## src/rtl/sha2_pkg.sv

```systemverilog
// Shared SHA-2 definitions: word width, SHA-256 block/round counts,
// the small sigma functions used by the message schedule and compression stage,
// and the schedule controller state type.
package sha2_pkg;

   localparam int WORD_W        = 32;
   localparam int SHA256_NUM_IN = 16;
   localparam int SHA256_ROUNDS = 64;

   typedef enum logic {
      LOAD = 1'b0,
      EMIT = 1'b1
   } sched_state_t;

   // sigma0(x) = ROTR7(x) ^ ROTR18(x) ^ SHR3(x)
   function automatic logic [WORD_W-1:0] sha256_ssig0(input logic [WORD_W-1:0] x);
      return {x[6:0], x[31:7]} ^ {x[17:0], x[31:18]} ^ {3'b000, x[31:3]};
   endfunction

   // sigma1(x) = ROTR17(x) ^ ROTR19(x) ^ SHR10(x)
   function automatic logic [WORD_W-1:0] sha256_ssig1(input logic [WORD_W-1:0] x);
      return {x[16:0], x[31:17]} ^ {x[18:0], x[31:19]} ^ {10'b0, x[31:10]};
   endfunction

endpackage

```

## src/rtl/adder32.sv

```systemverilog
// Purpose: 32-bit modular adder, carry-out discarded (sum = a + b mod 2^32).
// Latency: combinational. Backpressure: none (pure datapath).
// Ports: a, b - addends; sum - truncated result.
module adder32 (
   input  logic [31:0] a,
   input  logic [31:0] b,
   output logic [31:0] sum
);

   assign sum = a + b;

endmodule

```

## src/rtl/sha256_msg_schedule.sv

```systemverilog
// Purpose: SHA-256 message schedule; loads 16 words, emits W[0..63] in order.
// Latency: first w_valid the cycle after the 16th load handshake; 1 word/cycle.
// Backpressure: w_ready low freezes window, w_out and w_idx; in_ready only in LOAD.
// Ports: clk/rst (sync, active-high); in_valid/in_ready/in_word load side;
//        w_valid/w_ready/w_out/w_idx emit side; done pulses after W[63] handshake.
module sha256_msg_schedule
   import sha2_pkg::*;
#(
   parameter int NUM_IN = SHA256_NUM_IN,
   parameter int ROUNDS = SHA256_ROUNDS
) (
   input  logic              clk,
   input  logic              rst,
   input  logic              in_valid,
   output logic              in_ready,
   input  logic [WORD_W-1:0] in_word,
   output logic              w_valid,
   input  logic              w_ready,
   output logic [WORD_W-1:0] w_out,
   output logic [5:0]        w_idx,
   output logic              done
);

   localparam int         LCNT_W    = $clog2(NUM_IN);
   localparam [LCNT_W-1:0] LAST_LOAD = LCNT_W'(NUM_IN - 1);
   localparam [5:0]        LAST_T    = 6'(ROUNDS - 1);
   // From this index on, the word shifted in would be W[64+] and is never emitted.
   localparam [5:0]        FILL_T    = 6'(ROUNDS - NUM_IN);

   sched_state_t      state;
   logic [LCNT_W-1:0] load_cnt;
   logic [5:0]        t;
   logic [WORD_W-1:0] win [NUM_IN];

   logic [WORD_W-1:0] s0, s1, sum_a, sum_b, next_w, shift_in;
   logic              shift_en;

   // W[t+16] = ssig1(W[t+14]) + W[t+9] + ssig0(W[t+1]) + W[t], as a two-level adder tree.
   assign s1 = sha256_ssig1(win[14]);
   assign s0 = sha256_ssig0(win[1]);

   adder32 u_add_a (.a(s1),    .b(win[9]), .sum(sum_a));
   adder32 u_add_b (.a(s0),    .b(win[0]), .sum(sum_b));
   adder32 u_add_c (.a(sum_a), .b(sum_b),  .sum(next_w));

   assign shift_en = (state == LOAD) ? in_valid : w_ready;
   assign shift_in = (state == LOAD) ? in_word
                   : (t >= FILL_T)   ? '0
                   : next_w;

   assign in_ready = (state == LOAD);
   assign w_valid  = (state == EMIT);
   assign w_out    = win[0];
   assign w_idx    = t;

   always_ff @(posedge clk) begin
      if (rst) begin
         state    <= LOAD;
         load_cnt <= '0;
         t        <= '0;
         done     <= 1'b0;
         for (int i = 0; i < NUM_IN; i++) win[i] <= '0;
      end else begin
         done <= 1'b0;

         if (shift_en) begin
            for (int i = 0; i < NUM_IN - 1; i++) win[i] <= win[i+1];
            win[NUM_IN-1] <= shift_in;
         end

         unique case (state)
            LOAD: begin
               if (in_valid) begin
                  load_cnt <= load_cnt + LCNT_W'(1);
                  if (load_cnt == LAST_LOAD) begin
                     state    <= EMIT;
                     load_cnt <= '0;
                     t        <= '0;
                  end
               end
            end
            EMIT: begin
               if (w_ready) begin
                  t <= t + 6'd1;
                  if (t == LAST_T) begin
                     state <= LOAD;
                     t     <= '0;
                     done  <= 1'b1;
                  end
               end
            end
         endcase
      end
   end

endmodule

```

## config.mk

```make
export PLATFORM = sky130hd
export DESIGN_NAME = sha256_msg_schedule
export DESIGN_NICKNAME = d
export VERILOG_FILES = /design/src/rtl/sha2_pkg.sv /design/src/rtl/adder32.sv /design/src/rtl/sha256_msg_schedule.sv
export SDC_FILE = /design/constraint.sdc
export NUM_CORES = 1
export LEC_CHECK = 0
export BUFFER_PORTS_ARGS = -buffer_cell sky130_fd_sc_hd__buf_2
export CAP_MARGIN = 10
export CORE_UTILIZATION = 50
export CTS_CLUSTER_DIAMETER = 50
export DETAILED_ROUTE_END_ITERATION = 10
export HOLD_SLACK_MARGIN = 0.02
export PLACE_DENSITY = 0.76
export SLEW_MARGIN = 20
export SYNTH_ARGS = -nofsm -noshare
export SYNTH_HDL_FRONTEND = slang
export SYNTH_SLANG_ARGS = --single-unit
```

## constraint.sdc

```tcl
create_clock -name clk -period 39.3 [get_ports clk]
set_clock_uncertainty 0.1 [all_clocks]
set_input_delay 0 -clock clk [delete_from_list [all_inputs] [get_ports clk]]
set_output_delay 0 -clock clk [all_outputs]
set_load 0.05 [all_outputs]
```

==> impl_metrics.toml, run 1 <==
[run_status]
outcome = "complete, no violations"

[worst_setup_path]
cp_max_fo = 4
cp_slowest_stage_delay_ps = 530
end_kind = "flip-flop"
reg2regPathDepth = 16
critPathMostFrequentCell = "fa_1"
r2r_setup_slack_ps = 34250
reg2reg_from = "win[0][40]"
worstPathRequired_ps = 39660
start_kind = "flip-flop"
crit_path_cell_trace = "xnor2_1 -> xnor2_1 -> fa_1 -> inv_1 -> fa_1 -> inv_1 -> ha_1 -> fa_1 -> a21oi_1 -> o22ai_1 -> o41ai_2 -> nor2_1 -> a311oi_1 -> a21oi_1 -> or4_1 -> nand4_1"
arrival_ps = 5410
r2r-end = "win[1][255]"
criticalPathCategory = "flip-flop to flip-flop"
slowest_stage = "fa_1"

[clock_network]
clock_path_buffers = 3
clock-root-buffer = "clkbuf_16"
cts_made_buffers = 55
cts_num_sinks = 524
cts_setup_buffers = 0
cts_resized = 0
cts_tree = "built"
hold_buffers = 37
htree_levels = 2
clk_latency_ps = 620
cts.clk_slew.worst_paths_ps = 60

[yosys]
yosys_warnings = 0
synth.distinct_cells = 52
ys_seq_area_share_pct = 64.7
synth-seq-cells = 524
synth_edf_count = 512
syn_inst = 1769
yosysTopAreaCellShare_pct = 63.7
yosysTopAreaCell = "edfxtp_1"
async_reset_ff_share_pct = 0
synth_flop_cell = "edfxtp_1"
synth_area_leaders = "edfxtp_1 (64%), and2_1 (8.3%), fa_1 (5.1%)"
syn_area_per_cell_um2 = 13.6
synthesis.area_mm2 = 0.0241
synth_fp_nets = 1900

[sta]
setup_viol = 0
worstMarginPinSlew_ps = 1220
clock.fmax_ghz = 0.198
rsz0062_at_grt = "no"
timing.final.crit_period_ps = 5050
final_hold_viol_count = 0
slew-limit-headroom_pct = 18.7
setup_tns_ps = 0
final-max-slew-violation-count = 0
period_share_pct = 12.8

[flow_run]
maxCapViolations = 0

[worst_hold_path]
hold_start = "in_word[22]"
whs_endpoint = "win[1][246]"
hold_depth = 3
hp-class = "input port to flip-flop"

[cells_and_area]
layout_common_cells = "edfxtp_1 (512), and2_1 (321), nor2b_1 (163)"
antennaDiodeCount = 0
seq_area_mm2 = 0.0156
layout_commonest_cell = "edfxtp_1"
multi_input_area_mm2 = 0.00747
drive_above_1_share_pct = 9.04
fillCellCount = 3746
area_growth_pct = 11.8
final_core_util_pct = 56.6
fin_nets = 1978

[floorplan]
fp.dieW_um = 222
initial_core_util_pct = 50.7
boundaryPins = 77
num_rows = 80
die-area_mm2 = 0.0492
coreArea_mm2 = 0.0476
dieHeight_um = 222

[pwr]
ir_drop_uv = 37.6
clock_power_share_pct = 30.6
swShare_pct = 32.1
pwr-share-seq_pct = 42.3
power.switching_w = 0.000515
combPwrFrac_pct = 27.1
cellLeakagePower_nw = 10.8
powerDensity_mw_per_mm2 = 59.4
p_int_w = 0.00109

[grt]
antenna_found_initial = 1
grt.total_usage_pct = 21.4
grt_pass1_wl_um = 78100
gr-total-overflow = 0
grt_max_degree = 320
grt_pass1_vias = 13076

[drt]
wire_per_inst_um = 20.6
num_vias = 13127
viasPerCell = 5.24
route.detailed.drc = 0
drt_iter0_drc = 1408
routed_wl_um = 51700
ant_nets = 0
drtPass1Iterations = 5

[placed_design]
numPortBuffers = 76
post-dp-hpwl_um = 34800
routabilityCongestion = 0.940
-- synth_stat cells (4+ instances only) --
cell type / number
a21o_1: 14
a21oi_1: 39
a22o_1: 5
a22oi_1: 10
a31oi_1: 5
and2_1: 321
buf_4: 32
clkbuf_1: 65
dfxtp_1: 12
edfxtp_1: 512
fa_1: 62
ha_1: 33
inv_1: 150
nand2_1: 50
nand2b_1: 5
nand3_1: 18
nand4_1: 8
nor2_1: 36
nor2b_1: 163
nor3_1: 10
o21ai_0: 27
or3_1: 4
xnor2_1: 118
xor2_1: 30
-- state kept, by name, indices dropped and copies added, names as in the netlist --
signal,flops
load_cnt,4
w_idx,6
done,1
win,512
w_valid,1
-- area by class of cell --
| type | instances | area share [%] |
|---|---|---|
| Clock buffer | 68 | 5.32 |
| Clock inverter | 33 | 0.946 |
| Inverter | 150 | 2.09 |
| Multi-Input combinational cell | 995 | 27.7 |
| Sequential cell | 524 | 57.9 |
| Tap cell | 615 | 2.85 |
| Timing Repair Buffer | 121 | 3.25 |
-- critical path: cells and delay by family, from the launching register on --
| family | cells | cell delay [ps] |
|---|---|---|
| buf+inv | 2 | 120 |
| xor+xnor | 2 | 360 |
| fa+ha+maj | 4 | 1670 |
| simple gates | 3 | 690 |
| flops | 1 | 470 |
| compound gates | 5 | 1490 |
-- worst max path at each step --
| stage | start | to | slack (ps) | cells after the start |
|---|---|---|---|---|
| final | win[0][40] | win[1][255] | 34250 | 16 |
| after global routing | win[0][46] | win[1][252] | 33970 | 15 |
| after CTS | win[0][40] | win[1][255] | 34250 | 16 |
| after detailed placement | win[0][51] | win[1][255] | 34320 | 16 |
| after global placement | win[0][40] | win[1][255] | 34310 | 16 |
| after floorplan | w_valid | win[0][0] | 25480 | 5 |
-- cell families after synthesis --
family / Yosys count / share of synthesized area, %
muxes: 1 / 0.0415
buffers and inverters: 250 / 4.42
adders and majority gates: 95 / 6.85
and+or+nand+nor: 624 / 15.1
DFF: 524 / 64.7
xor gates and xnor gates: 148 / 5.37
AOI/OAI and AO/OA: 127 / 3.48
-- metrics by stage --
step	power, W	worst slack, ps	cell area (µm²)	hold WS, ps	std cells
3_5_place_dp	0.00111	34320	24900	176	2367
3_3_place_gp	0.00111	34310	24900	177	2367
5_1_grt	0.00168	33970	27000	126	2506
4_1_cts	0.00161	34250	27000	81.7	2505
6_report	0.00160	34250	27000	111	2506
2_1_floorplan	0.000997	25480	24100	63.6	1769
-- metal layers --
layer,vias to the layer above,global-route usage [%],wire length (µm)
met3,94,4.49,4280
li1,6064,-,-
met2,455,32.0,23300
met1,6514,31.0,22500
met5,-,0,0
met4,0,7.80,1630
-- power by group through the flow --
| stage | sequential (W) | clock, W | combinational, W |
|---|---|---|---|
| 2_1_floorplan | 0.000692 | 0 | 0.000305 |
| 6_report | 0.000679 | 0.000490 | 0.000435 |
| 3_3_place_gp | 0.000689 | 0 | 0.000420 |
| 3_5_place_dp | 0.000690 | 0 | 0.000421 |
| 4_1_cts | 0.000679 | 0.000500 | 0.000429 |
| 5_1_grt | 0.000682 | 0.000520 | 0.000478 |
Note: power is estimated with default switching activity, not from simulation.
==> run 2: changes to the inputs <==
ABC_AREA = 1   (was default)
PLACE_DENSITY = 0.79   (was 0.76)
clock period = 4.37 ns   (was 39.3 ns; I/O delays follow)
==> impl_metrics.toml, run 2 <==
[run_status]
outcome = "complete, no violations"

[worst_setup_path]
slowest_stage = "edfxtp_1"
criticalPathCategory = "flip-flop to flip-flop"
critPathMostFrequentCell = "nand2_1"
startpoint = "win[1][211]"
end_kind = "flip-flop"
r2r_setup_slack_ps = 240
reg2regPathDepth = 19
cp_num_buf_inv = 4
r2r-end = "win[1][244]"
worstPathRequired_ps = 4620
cp_slowest_stage_delay_ps = 530
reg2reg_from = "win[1][211]"
critPathTopFamily = "adder cells"
arrival_ps = 4380
crit_path_cell_trace = "xnor2_1 -> xor2_1 -> inv_1 -> fa_1 -> inv_1 -> fa_1 -> inv_1 -> ha_1 -> nand2_1 -> nand2_1 -> nand2_1 -> nand2_1 -> inv_1 -> nand3_2 -> nand3_1 -> nand2_1 -> nand2_1 -> nand3_1 -> a21oi_1"
cp_max_fo = 5
start_kind = "flip-flop"

[sta]
clock.fmax_ghz = 0.242
worstMarginPinSlew_ps = 967
slew-limit-headroom_pct = 35.5
final_hold_viol_count = 0
timing.final.crit_period_ps = 4130
final-max-slew-violation-count = 0
period_share_pct = 94.6
setup_tns_ps = 0
rsz0062_at_grt = "no"
hold_ws_ps = 178
setup_viol = 0

[cells_and_area]
seq_area_mm2 = 0.0156
layout_common_cells = "inv_1 (758), nor2_1 (519), edfxtp_1 (512)"
antennaDiodeCount = 0
fillCellCount = 4256
area_growth_pct = 11.6
drive_above_1_share_pct = 9.52
largest_reg_flops = 512
multi_input_area_mm2 = 0.00688
fin_nets = 2800
regMostFlops = "win"
layout_commonest_cell = "inv_1"

[drt]
wire_per_inst_um = 17.2
drtPass1Iterations = 5
ant_nets = 0
num_vias = 16163
drt_iter0_drc = 1633
route.detailed.drc = 0
viasPerCell = 4.77
routed_wl_um = 58400

[grt]
antenna_found_initial = 0
grt_max_degree = 96
grt_pass1_vias = 16021
gr-total-overflow = 0
grt_pass1_wl_um = 89500
grt.total_usage_pct = 22.6

[floorplan]
boundaryPins = 77
initial_core_util_pct = 50.6
fp.dieW_um = 230
dieHeight_um = 230
num_rows = 83
die-area_mm2 = 0.0529
coreArea_mm2 = 0.0513

[yosys]
netlist_top_cells_count = "inv_1 (758), nor2_1 (520), edfxtp_1 (512)"
ys_seq_area_share_pct = 60.1
syn_inst = 2573
yosysTopAreaCellShare_pct = 59.2
yosysTopAreaCell = "edfxtp_1"
synth.most_common_cell = "inv_1"
synth-seq-cells = 524
yosys_warnings = 0
synth.distinct_cells = 40
synthesis.area_mm2 = 0.0260
synth_area_leaders = "edfxtp_1 (59%), inv_1 (11%), nor2_1 (7.5%)"
syn_area_per_cell_um2 = 10.1
synth_edf_count = 512
async_reset_ff_share_pct = 0
synth_flop_cell = "edfxtp_1"
synth_fp_nets = 2704

[clock_network]
clock-root-buffer = "clkbuf_16"
clk_latency_ps = 620
cts_made_buffers = 55
cts.clk_slew.worst_paths_ps = 60
clock_path_buffers = 3
cts_tree = "built"
cts_setup_buffers = 0
htree_levels = 2
cts_num_sinks = 524

[worst_hold_path]
hp-class = "input port to flip-flop"
hold_start = "in_valid"
hold_depth = 5
whs_endpoint = "load_cnt[0]"

[pwr]
p_total_w = 0.0148
cellLeakagePower_nw = 12.9
powerDensity_mw_per_mm2 = 512
ir_drop_uv = 369

[flow_run]
maxCapViolations = 0

[placed_design]
post-dp-hpwl_um = 42100
routabilityCongestion = 0.913
numPortBuffers = 76
## run 2: layer usage
layer,global-route usage (%),share of wire [%],up-vias
li1,-,-,7837
met1,31.1,42,7642
met2,35.4,46,588
met3,5.65,9.1,96
met4,6.95,2.8,0
met5,0,0,-
## run 2: worst max-delay path by stage
stage                        to  slack [ps]  cells past startpoint
floorplan             win[0][0]       -1720                      3
global placement    win[1][238]         300                     17
finish              win[1][244]         240                     19
CTS                 win[1][238]         270                     17
global route        win[1][253]           3                     19
detailed placement  win[1][238]         280                     17
## run 2: kinds of logic after synthesis
| group | count (synthesis) | share of synthesized area, % |
|---|---|---|
| flops | 524 | 60.1 |
| simple gates | 888 | 14.2 |
| buf+inv | 866 | 13.5 |
| compound gates | 79 | 1.71 |
| fa+ha+maj | 95 | 6.37 |
| xor+xnor | 121 | 4.08 |
## run 2: report_power, final
group | internal, W | total [W] | switching, W
clock network | 0.00248 | 0.00442 | 0.00193
logic | 0.00135 | 0.00435 | 0.00299
registers | 0.00587 | 0.00608 | 0.000210
## run 2: stage by stage
step	cells	setup slack [ps]	instance area [µm²]	utilization (%)
6_report	3391	235	29000	56.5
5_1_grt	3391	3.07	29000	56.5
4_1_cts	3391	266	29000	56.5
3_5_place_dp	3255	276	26900	52.4
3_3_place_gp	3255	304	26900	52.4
2_1_floorplan	2573	-1720	26000	-
## run 2: area by class of cell
| class | count | share of cell area, % |
|---|---|---|
| tap | 680 | 2.94 |
| clock inverter | 30 | 0.872 |
| timing repair buffer | 135 | 3.53 |
| clock buffer | 69 | 5.01 |
| sequential | 524 | 53.9 |
| inverter | 770 | 10.0 |
| multi-input combinational | 1183 | 23.7 |
## run 2: what timing repair did
item | 4_1_cts | 5_1_grt
setup endpoints to repair | 0 | 1
hold endpoints to repair | 55 | 0
hold buffers | 37 | 0
gates resized for setup | 0 | 1
## run 2: worst reg2reg max path, delay by kind of cell (launching register included)
family | cells | cell delay (ps)
buf+inv | 4 | 290
simple gates | 9 | 900
compound gates | 1 | 70
xor+xnor | 2 | 480
fa+ha+maj | 3 | 1500
flops | 1 | 530
==> run 3: changes to the inputs <==
CORE_ASPECT_RATIO = 0.6   (was default)
REMOVE_ABC_BUFFERS = 1   (was default)
==> impl_metrics.toml, run 3 (synthesis results as in run 2) <==
[sta]
slew-limit-headroom_pct = 25.4
final_hold_viol_count = 0
period_share_pct = 96.6
setup_viol = 0
worst_slack_ps = 148
clock.fmax_ghz = 0.237
hold_ws_ps = 234
worstMarginPinSlew_ps = 1120
timing.final.crit_period_ps = 4220
final-max-slew-violation-count = 0

[cells_and_area]
layout_common_cells = "inv_1 (758), nor2_1 (519), edfxtp_1 (512)"
fin_nets = 2830
antennaDiodeCount = 0
largest_reg_flops = 512
final_cells = 3434
drive_above_1_share_pct = 11.6
regMostFlops = "win"
area_growth_pct = 13.0
layout_commonest_cell = "inv_1"

[drt]
num_vias = 16513
drt_iter0_drc = 1645
drtPass1Iterations = 7
viasPerCell = 4.81
wire_per_inst_um = 18.9
route.detailed.drc = 0
routed_wl_um = 64800
ant_nets = 0

[placed_design]
numPortBuffers = 76
post-dp-hpwl_um = 47600
routabilityCongestion = 1.00
dp_slack_ps = -185
dp.cells = 3286

[floorplan]
die-area_mm2 = 0.0529
coreArea_mm2 = 0.0511
fp.dieW_um = 296
dieHeight_um = 179
initial_core_util_pct = 50.8
num_rows = 64
boundaryPins = 77

[grt]
grt_max_degree = 106
grt.total_usage_pct = 25.2
gr-usage-met1_pct = 38.4
gr-total-overflow = 0
grt_busiest_layer = "met1"
grt_pass1_wl_um = 97000
use_met2_pct = 35.9
antenna_found_initial = 0
grt.met3_usage_pct = 7.53
grt_pass1_vias = 16281

[clock_network]
clock-root-buffer = "clkbuf_16"
cts_tree = "built"
cts_num_sinks = 524
clock_path_buffers = 3
clk_latency_ps = 590
cts_made_buffers = 51
cts.clk_slew.worst_paths_ps = 70
htree_levels = 2

[worst_setup_path]
arrival_ps = 4400
end_kind = "flip-flop"
criticalPathCategory = "flip-flop to flip-flop"
cp_max_fo = 5
start_kind = "flip-flop"
worstPathRequired_ps = 4550

[worst_hold_path]
hp-class = "input port to flip-flop"

[pwr]
ir_drop_uv = 410
powerDensity_mw_per_mm2 = 520
cellLeakagePower_nw = 13.1

[flow_run]
maxCapViolations = 0

[run_status]
outcome = "complete, no violations"
## run 3: cell types whose count changed in the layout (fill, tap and decap cells not counted), sizes merged
cell | before | now
clkinv | 21 | 26
buf | 98 | 132
inv | 774 | 775
clkinvlp | 3 | 4
bufinv | 2 | 5
clkbuf | 69 | 55
## run 3: final timing paths
path	from	end	slack [ps]	cells past startpoint
worst max register to register	win[0][51]	win[1][241]	150	16
worst min-delay path	in_word[18]	win[1][242]	230	4
worst min register to register	w_idx[1]	w_idx[1]	420	2
worst max-delay path	win[0][51]	win[1][241]	150	16
## run 3: final cells by class
type	count	area, µm²
inverters	770	2900
well taps	693	867
fillers	4369	21800
clock buffers	55	1310
flip-flops and latches	524	15600
clock inverters	40	375
multi-input cells	1183	6990
repair buffers	169	1280
## run 3: worst max-delay path: stages, from the launching register on
cell and delay, ps:
edfxtp_1 510, xnor2_2 290, xor2_1 130, fa_1 510
inv_1 60, fa_1 530, inv_1 70, ha_2 250
fa_2 420, nand3_1 120, nand3_1 130, nand2_1 90
nand2_1 130, nand2_1 130, nand2_2 100, o21ai_2 220
a21oi_1 100
## run 3: timing repair
action | in CTS | in global routing
endpoints found under the hold margin | 65 | 0
setup buffers | 0 | 15
endpoints found under the setup margin | 6 | 18
pin swaps | 1 | 1
cloned | 0 | 0
hold buffers | 37 | 0
gates resized for setup | 3 | 20
## run 3: per-stage QoR
step	total power [W]	util (%)	area (µm²)	TNS, ps
3_3_place_gp	0.0106	52.9	27000	-180
5_1_grt	0.0160	57.4	29300	-1.77
2_1_floorplan	0.00921	-	25400	-7823420
3_5_place_dp	0.0106	52.9	27000	-185
4_1_cts	0.0151	57.0	29100	0
6_report	0.0152	57.4	29300	0
## run 3: where the power goes
part | internal (W) | switching (W) | total [W]
combinational | 0.00147 | 0.00322 | 0.00468
sequential | 0.00587 | 0.000205 | 0.00608
clock | 0.00249 | 0.00200 | 0.00449
total | 0.00983 | 0.00542 | 0.0152
## run 3: routing by layer
layer / vias up / wire [µm]
li1: 7901 / -
met1: 7994 / 30300
met2: 558 / 26800
met3: 60 / 6910
met4: 0 / 734
met5: - / 0
